**src/rtl/can_error_frame_tx.sv**
```systemverilog
// rtl/can_error_frame_tx.sv - CAN error frame transmitter: flag, wait for recessive bus, 8-bit delimiter
module can_error_frame_tx #(
  parameter int CLKS_PER_BIT  = 10,
  parameter int MAX_WAIT_BITS = 8
) (
  input  logic       i_Clock,
  input  logic       i_Reset,
  input  logic       i_form_error,
  input  logic       i_crc_error,
  input  logic       i_stuff_error,
  input  logic       i_bit_error,
  input  logic       i_error_passive,
  input  logic       i_Data,
  output logic       o_Tx,
  output logic       o_busy,
  output logic       o_done,
  output logic       o_bus_stuck,
  output logic [3:0] o_err_code
);

  localparam int CW = $clog2(CLKS_PER_BIT);
  localparam int DW = $clog2(MAX_WAIT_BITS + 1);
  localparam logic [CW-1:0] LAST_CLK = CW'(CLKS_PER_BIT - 1);
  localparam logic [CW-1:0] MID_CLK  = CW'(CLKS_PER_BIT / 2);
  localparam logic [DW-1:0] DOM_LAST = DW'(MAX_WAIT_BITS - 1);

  typedef enum logic [1:0] {IDLE, FLAG, WAIT_REC, DELIM} state_t;

  state_t        state_q, state_d;
  logic [CW-1:0] clk_cnt_q, clk_cnt_d;
  logic [2:0]    bit_cnt_q, bit_cnt_d;
  logic [DW-1:0] dom_cnt_q, dom_cnt_d;
  logic [3:0]    delim_cnt_q, delim_cnt_d;
  logic          passive_q, passive_d;
  logic [3:0]    err_code_q, err_code_d;
  logic          sync1_q, sync2_q;
  logic          trigger, bit_end, mid_bit, done, stuck;

  assign trigger = i_form_error | i_crc_error | i_stuff_error | i_bit_error;
  assign bit_end = (clk_cnt_q == LAST_CLK);
  assign mid_bit = (clk_cnt_q == MID_CLK);

  always_comb begin
    state_d     = state_q;
    clk_cnt_d   = bit_end ? '0 : clk_cnt_q + 1'b1;
    bit_cnt_d   = bit_cnt_q;
    dom_cnt_d   = dom_cnt_q;
    delim_cnt_d = delim_cnt_q;
    passive_d   = passive_q;
    err_code_d  = err_code_q;
    done        = 1'b0;
    stuck       = 1'b0;
    case (state_q)
      IDLE: begin
        clk_cnt_d = '0;
        if (trigger) begin
          state_d     = FLAG;
          bit_cnt_d   = '0;
          dom_cnt_d   = '0;
          delim_cnt_d = '0;
          passive_d   = i_error_passive;
          err_code_d  = {i_form_error, i_crc_error, i_stuff_error, i_bit_error};
        end
      end
      FLAG: begin
        if (bit_end) begin
          if (bit_cnt_q == 3'd5) state_d = WAIT_REC;
          else bit_cnt_d = bit_cnt_q + 3'd1;
        end
      end
      WAIT_REC: begin
        if (mid_bit) begin
          if (sync2_q) begin
            state_d     = DELIM;
            delim_cnt_d = 4'd1;
            clk_cnt_d   = '0;
          end else if (dom_cnt_q == DOM_LAST) begin
            stuck     = 1'b1;
            state_d   = IDLE;
            dom_cnt_d = dom_cnt_q + 1'b1;
            clk_cnt_d = '0;
          end else begin
            dom_cnt_d = dom_cnt_q + 1'b1;
          end
        end
      end
      DELIM: begin
        // A dominant sample means another node is still flagging: resync, keep the dominant tally.
        if (mid_bit && !sync2_q) begin
          state_d     = WAIT_REC;
          delim_cnt_d = '0;
          clk_cnt_d   = '0;
        end else if (bit_end) begin
          if (delim_cnt_q == 4'd8) begin
            done    = 1'b1;
            state_d = IDLE;
          end else begin
            delim_cnt_d = delim_cnt_q + 4'd1;
          end
        end
      end
      default: state_d = IDLE;
    endcase
  end

  always_ff @(posedge i_Clock) begin
    if (i_Reset) begin
      state_q     <= IDLE;
      clk_cnt_q   <= '0;
      bit_cnt_q   <= '0;
      dom_cnt_q   <= '0;
      delim_cnt_q <= '0;
      passive_q   <= 1'b0;
      err_code_q  <= 4'b0000;
      sync1_q     <= 1'b1;
      sync2_q     <= 1'b1;
    end else begin
      state_q     <= state_d;
      clk_cnt_q   <= clk_cnt_d;
      bit_cnt_q   <= bit_cnt_d;
      dom_cnt_q   <= dom_cnt_d;
      delim_cnt_q <= delim_cnt_d;
      passive_q   <= passive_d;
      err_code_q  <= err_code_d;
      sync1_q     <= i_Data;
      sync2_q     <= sync1_q;
    end
  end

  assign o_Tx        = !((state_q == FLAG) && !passive_q);
  assign o_busy      = (state_q != IDLE);
  assign o_done      = done;
  assign o_bus_stuck = stuck;
  assign o_err_code  = err_code_q;

endmodule
```
**config.mk**
```make
export PLATFORM = sky130hd
export DESIGN_NAME = can_error_frame_tx
export DESIGN_NICKNAME = d
export VERILOG_FILES = /design/src/rtl/can_error_frame_tx.sv
export SDC_FILE = /design/constraint.sdc
export NUM_CORES = 1
export LEC_CHECK = 0
export ABC_AREA = 1
export BUFFER_PORTS_ARGS = -buffer_cell sky130_fd_sc_hd__buf_2
export CORE_ASPECT_RATIO = 0.9
export CORE_MARGIN = 2
export CORE_UTILIZATION = 55
export CTS_BUF_LIST = sky130_fd_sc_hd__clkbuf_4
export DETAILED_ROUTE_END_ITERATION = 8
export GPL_TIMING_DRIVEN = 1
export PLACE_DENSITY = 0.76
export REMOVE_ABC_BUFFERS = 1
export SLEW_MARGIN = 20
export SYNTH_ARGS = -nofsm -noshare
export SYNTH_HDL_FRONTEND = slang
export SYNTH_SLANG_ARGS = --single-unit
```
**constraint.sdc**
```tcl
create_clock -name i_Clock -period 1.7 [get_ports i_Clock]
set_input_delay 0.085 -clock i_Clock [delete_from_list [all_inputs] [get_ports i_Clock]]
set_output_delay 0.085 -clock i_Clock [all_outputs]
set_load 0.005 [all_outputs]
```
==> results.json <==
{
  "antenna_found_initial": 0,
  "vias": 1213,
  "gp_congestion": 0.871,
  "first_pass_iters": 4,
  "ios": 16,
  "crit_type": "flip-flop to output pin",
  "rr_worst_depth": 12,
  "crit_path_max_fanout": 6,
  "reg2reg_from": "clk_cnt_q[1]$_SDFF_PP0_",
  "rows": 16,
  "cts_sinks": 24,
  "most-common-layout-cells": "nand2_1, nor2_1, inv_1",
  "finClkSkew_ns": 0.00596,
  "postSynthCellCount": 191,
  "die_height_um": 50.4,
  "final-setup-viol-count": 0,
  "yosys_warnings": 0,
  "cts_buffers": 3,
  "leakagePower_nw": 0.747,
  "cts_tree": "yes",
  "routed_via_density": 5.12,
  "crit_path_cell_trace": "inv_1 > ha_1 > nand2_1 > nor2_1 > nand2_2 > nand3b_1 > nor2_1 > buf_2",
  "yosysUniqueCellTypes": 21,
  "ys.flop_type": "dfxtp_1",
  "clockBufferDepth": 2,
  "dieArea_um2": 2800,
  "postSynthAreaPerCell_um2": 6.88,
  "start_kind": "flip-flop",
  "route.detailed.drc": 0,
  "path_delay_family": "simple AND/OR/NAND/NOR gates",
  "fin_cells": 237,
  "hold_viol": 0,
  "fin_area_um2": 1510,
  "grt_max_degree": 15,
  "post_cts_buffers": 0,
  "crit_path_frequent_cell": "nor2_1",
  "syn_to_final_growth_pct": 14.7,
  "slowest_delay_ns": 0.36,
  "relSlewSlack_pct": 76.8,
  "layout-drive-gt1-share_pct": 17.6,
  "fin_crit_sh_pct": 92.4,
  "worst-path-buf-inv": 2,
  "ys_ff_latch": 24,
  "clk_latency_ns": 0.32,
  "max_cap_violations": 0,
  "initialDrtViolationCount": 44,
  "die_w_um": 55.5,
  "syn_area_um2": 1320,
  "grt_usage_pct": 20.3,
  "place_area_um2": 1420,
  "diodes": 0,
  "drv_slew": 0,
  "grt_first_pass_wirelength_mm": 4.59,
  "worst_ep_required_time_ns": 1.62,
  "root_buffer": "clkbuf_4",
  "port_buffers": 15,
  "fmax_mhz": 637,
  "synth_edf_count": 0,
  "worst_setup_path_end_kind": "output pin",
  "grt_pass1_vias": 1061,
  "cp.arrival_ns": 1.49,
  "ant_nets": 0,
  "tightest_slew_ns": 0.348,
  "clkSlewWorstSetupHoldPaths_ns": 0.13,
  "rsz0062_at_grt": "yes",
  "htree_levels": 1,
  "seq_area_frac_synth_pct": 36.5,
  "dp.cells": 231,
  "start_util_pct": 59.2,
  "layout_min_cycle_time_ns": 1.57,
  "crit_path_end": "o_done",
  "cp_slowest_cell": "dfxtp_2",
  "wl_per_cell_um": 10.7,
  "worstSetupStartpoint": "clk_cnt_q[1]$_SDFF_PP0_",
  "r2r_end": "delim_cnt_q[0]$_SDFFE_PP0P_",
  "async_reset_ff_share_pct": 0,
  "status": "finished clean",
  "r2r_slack_ns": 0.17,
  "num-fill-cells": 197,
  "grt_overflow": 0,
  "final_nets": 226,
  "power_density_nw_per_um2": 1460,
  "layout_commonest_cell": "nand2_1",
  "fp.coreArea_um2": 2220,
  "hp-class": "input port to flip-flop",
  "routed_wl_mm": 2.53,
  "vdd_drop_max_mv": 1.19,
  "critical_path_depth": 8,
  "dpl.hpwl_mm": 1.97,
  "final.hold.worst_slack_ns": 0.0161
}
worst register-to-register path, stage by stage, from the launching register on:
cell,delay (ns)
dfxtp_2,0.35
inv_1,0.05
ha_1,0.17
nand2_1,0.06
nor2_1,0.11
nand2_2,0.11
nand3_1,0.11
nand2_1,0.11
inv_1,0.09
nand2_1,0.10
nand2_1,0.07
nand2_1,0.05
nor2_1,0.09
sequential cells by signal, indices dropped and copies added (netlist names):
| name | cells |
|---|---|
| clk_cnt_q | 4 |
| delim_cnt_q | 4 |
| dom_cnt_q | 4 |
| o_err_code | 4 |
| bit_cnt_q | 3 |
| state_q | 2 |
| passive_q | 1 |
| sync1_q | 1 |
| sync2_q | 1 |
cells by family (layout without fill, tap and decap cells):
logic type	Yosys count	after routing	synth area share [%]
DFF	24	24	36.5
AOI/OAI and AO/OA	16	16	7.52
buffers and inverters	27	46	7.71
adders and majority gates	7	7	6.66
and+or+nand+nor	112	112	38.2
xor gates and xnor gates	5	5	3.33
worst min path at each step:
stage	from	end	depth (start not counted)
2_1_floorplan	i_Reset	bit_cnt_q[2]$_SDFFE_PP0P_	1
3_3_place_gp	i_Data	sync1_q$_SDFF_PP1_	2
3_5_place_dp	i_Data	sync1_q$_SDFF_PP1_	2
4_1_cts	i_stuff_error	o_err_code[1]$_SDFFE_PP0P_	2
5_1_grt	i_stuff_error	o_err_code[1]$_SDFFE_PP0P_	2
6_report	i_error_passive	passive_q$_SDFFE_PP0P_	3
synth_stat cells (4+ instances only):
| master | n | area share, % |
|---|---|---|
| nand3_1 | 19 | 7.2 |
| xor2_1 | 4 | 2.7 |
| inv_1 | 25 | 7.1 |
| nand2_1 | 41 | 12 |
| dfxtp_1 | 24 | 37 |
| nor2_1 | 38 | 11 |
| o21ai_0 | 6 | 2.3 |
| a21oi_1 | 5 | 1.9 |
| ha_1 | 7 | 6.7 |
power by group:
part | switching [W] | internal [W] | leakage, nW | total [W]
logic | 0.000604 | 0.000364 | 0.520 | 0.000968
clock network | 0.000175 | 0.000239 | 0.0279 | 0.000413
registers | 0.000113 | 0.000707 | 0.199 | 0.000820
total | 0.000892 | 0.00131 | 0.747 | 0.00220
layout make-up:
type	instances	area, µm²	share of cell area, %
Clock inverter	1	30.0	1.99
Multi-Input combinational cell	140	743	49.3
Inverter	25	93.8	6.22
Clock buffer	3	22.5	1.49
Tap cell	27	33.8	2.24
Sequential cell	24	489	32.4
Timing Repair Buffer	17	95.1	6.31
routing by layer:
metal  vias up  part of all wire [%]  track usage [%]
met2        30                    47             34.9
li1        647                     -                -
met3         0                   4.6             4.90
met4         0                     0             2.44
met5         -                     0                0
met1       536                    49             26.6
repair_timing:
| action | CTS | global route |
|---|---|---|
| hold buffers | 2 | 0 |
| endpoints found under the hold margin | 2 | 0 |
| endpoints found under the setup margin | 1 | 9 |
| gates resized for setup | 2 | 9 |
| pin swaps | 0 | 0 |
through the flow:
step           power [W]  setup TNS [ns]  util, %  setup slack (ns)
5_1_grt          0.00243         -0.0386     67.8           -0.0386
3_3_place_gp     0.00174               0     63.7             0.163
2_1_floorplan    0.00155               0        -             0.291
3_5_place_dp     0.00177               0     63.7             0.110
4_1_cts          0.00220               0     67.2            0.0460
6_report         0.00220               0     67.8             0.130
Power figures use the tool's default switching activity.
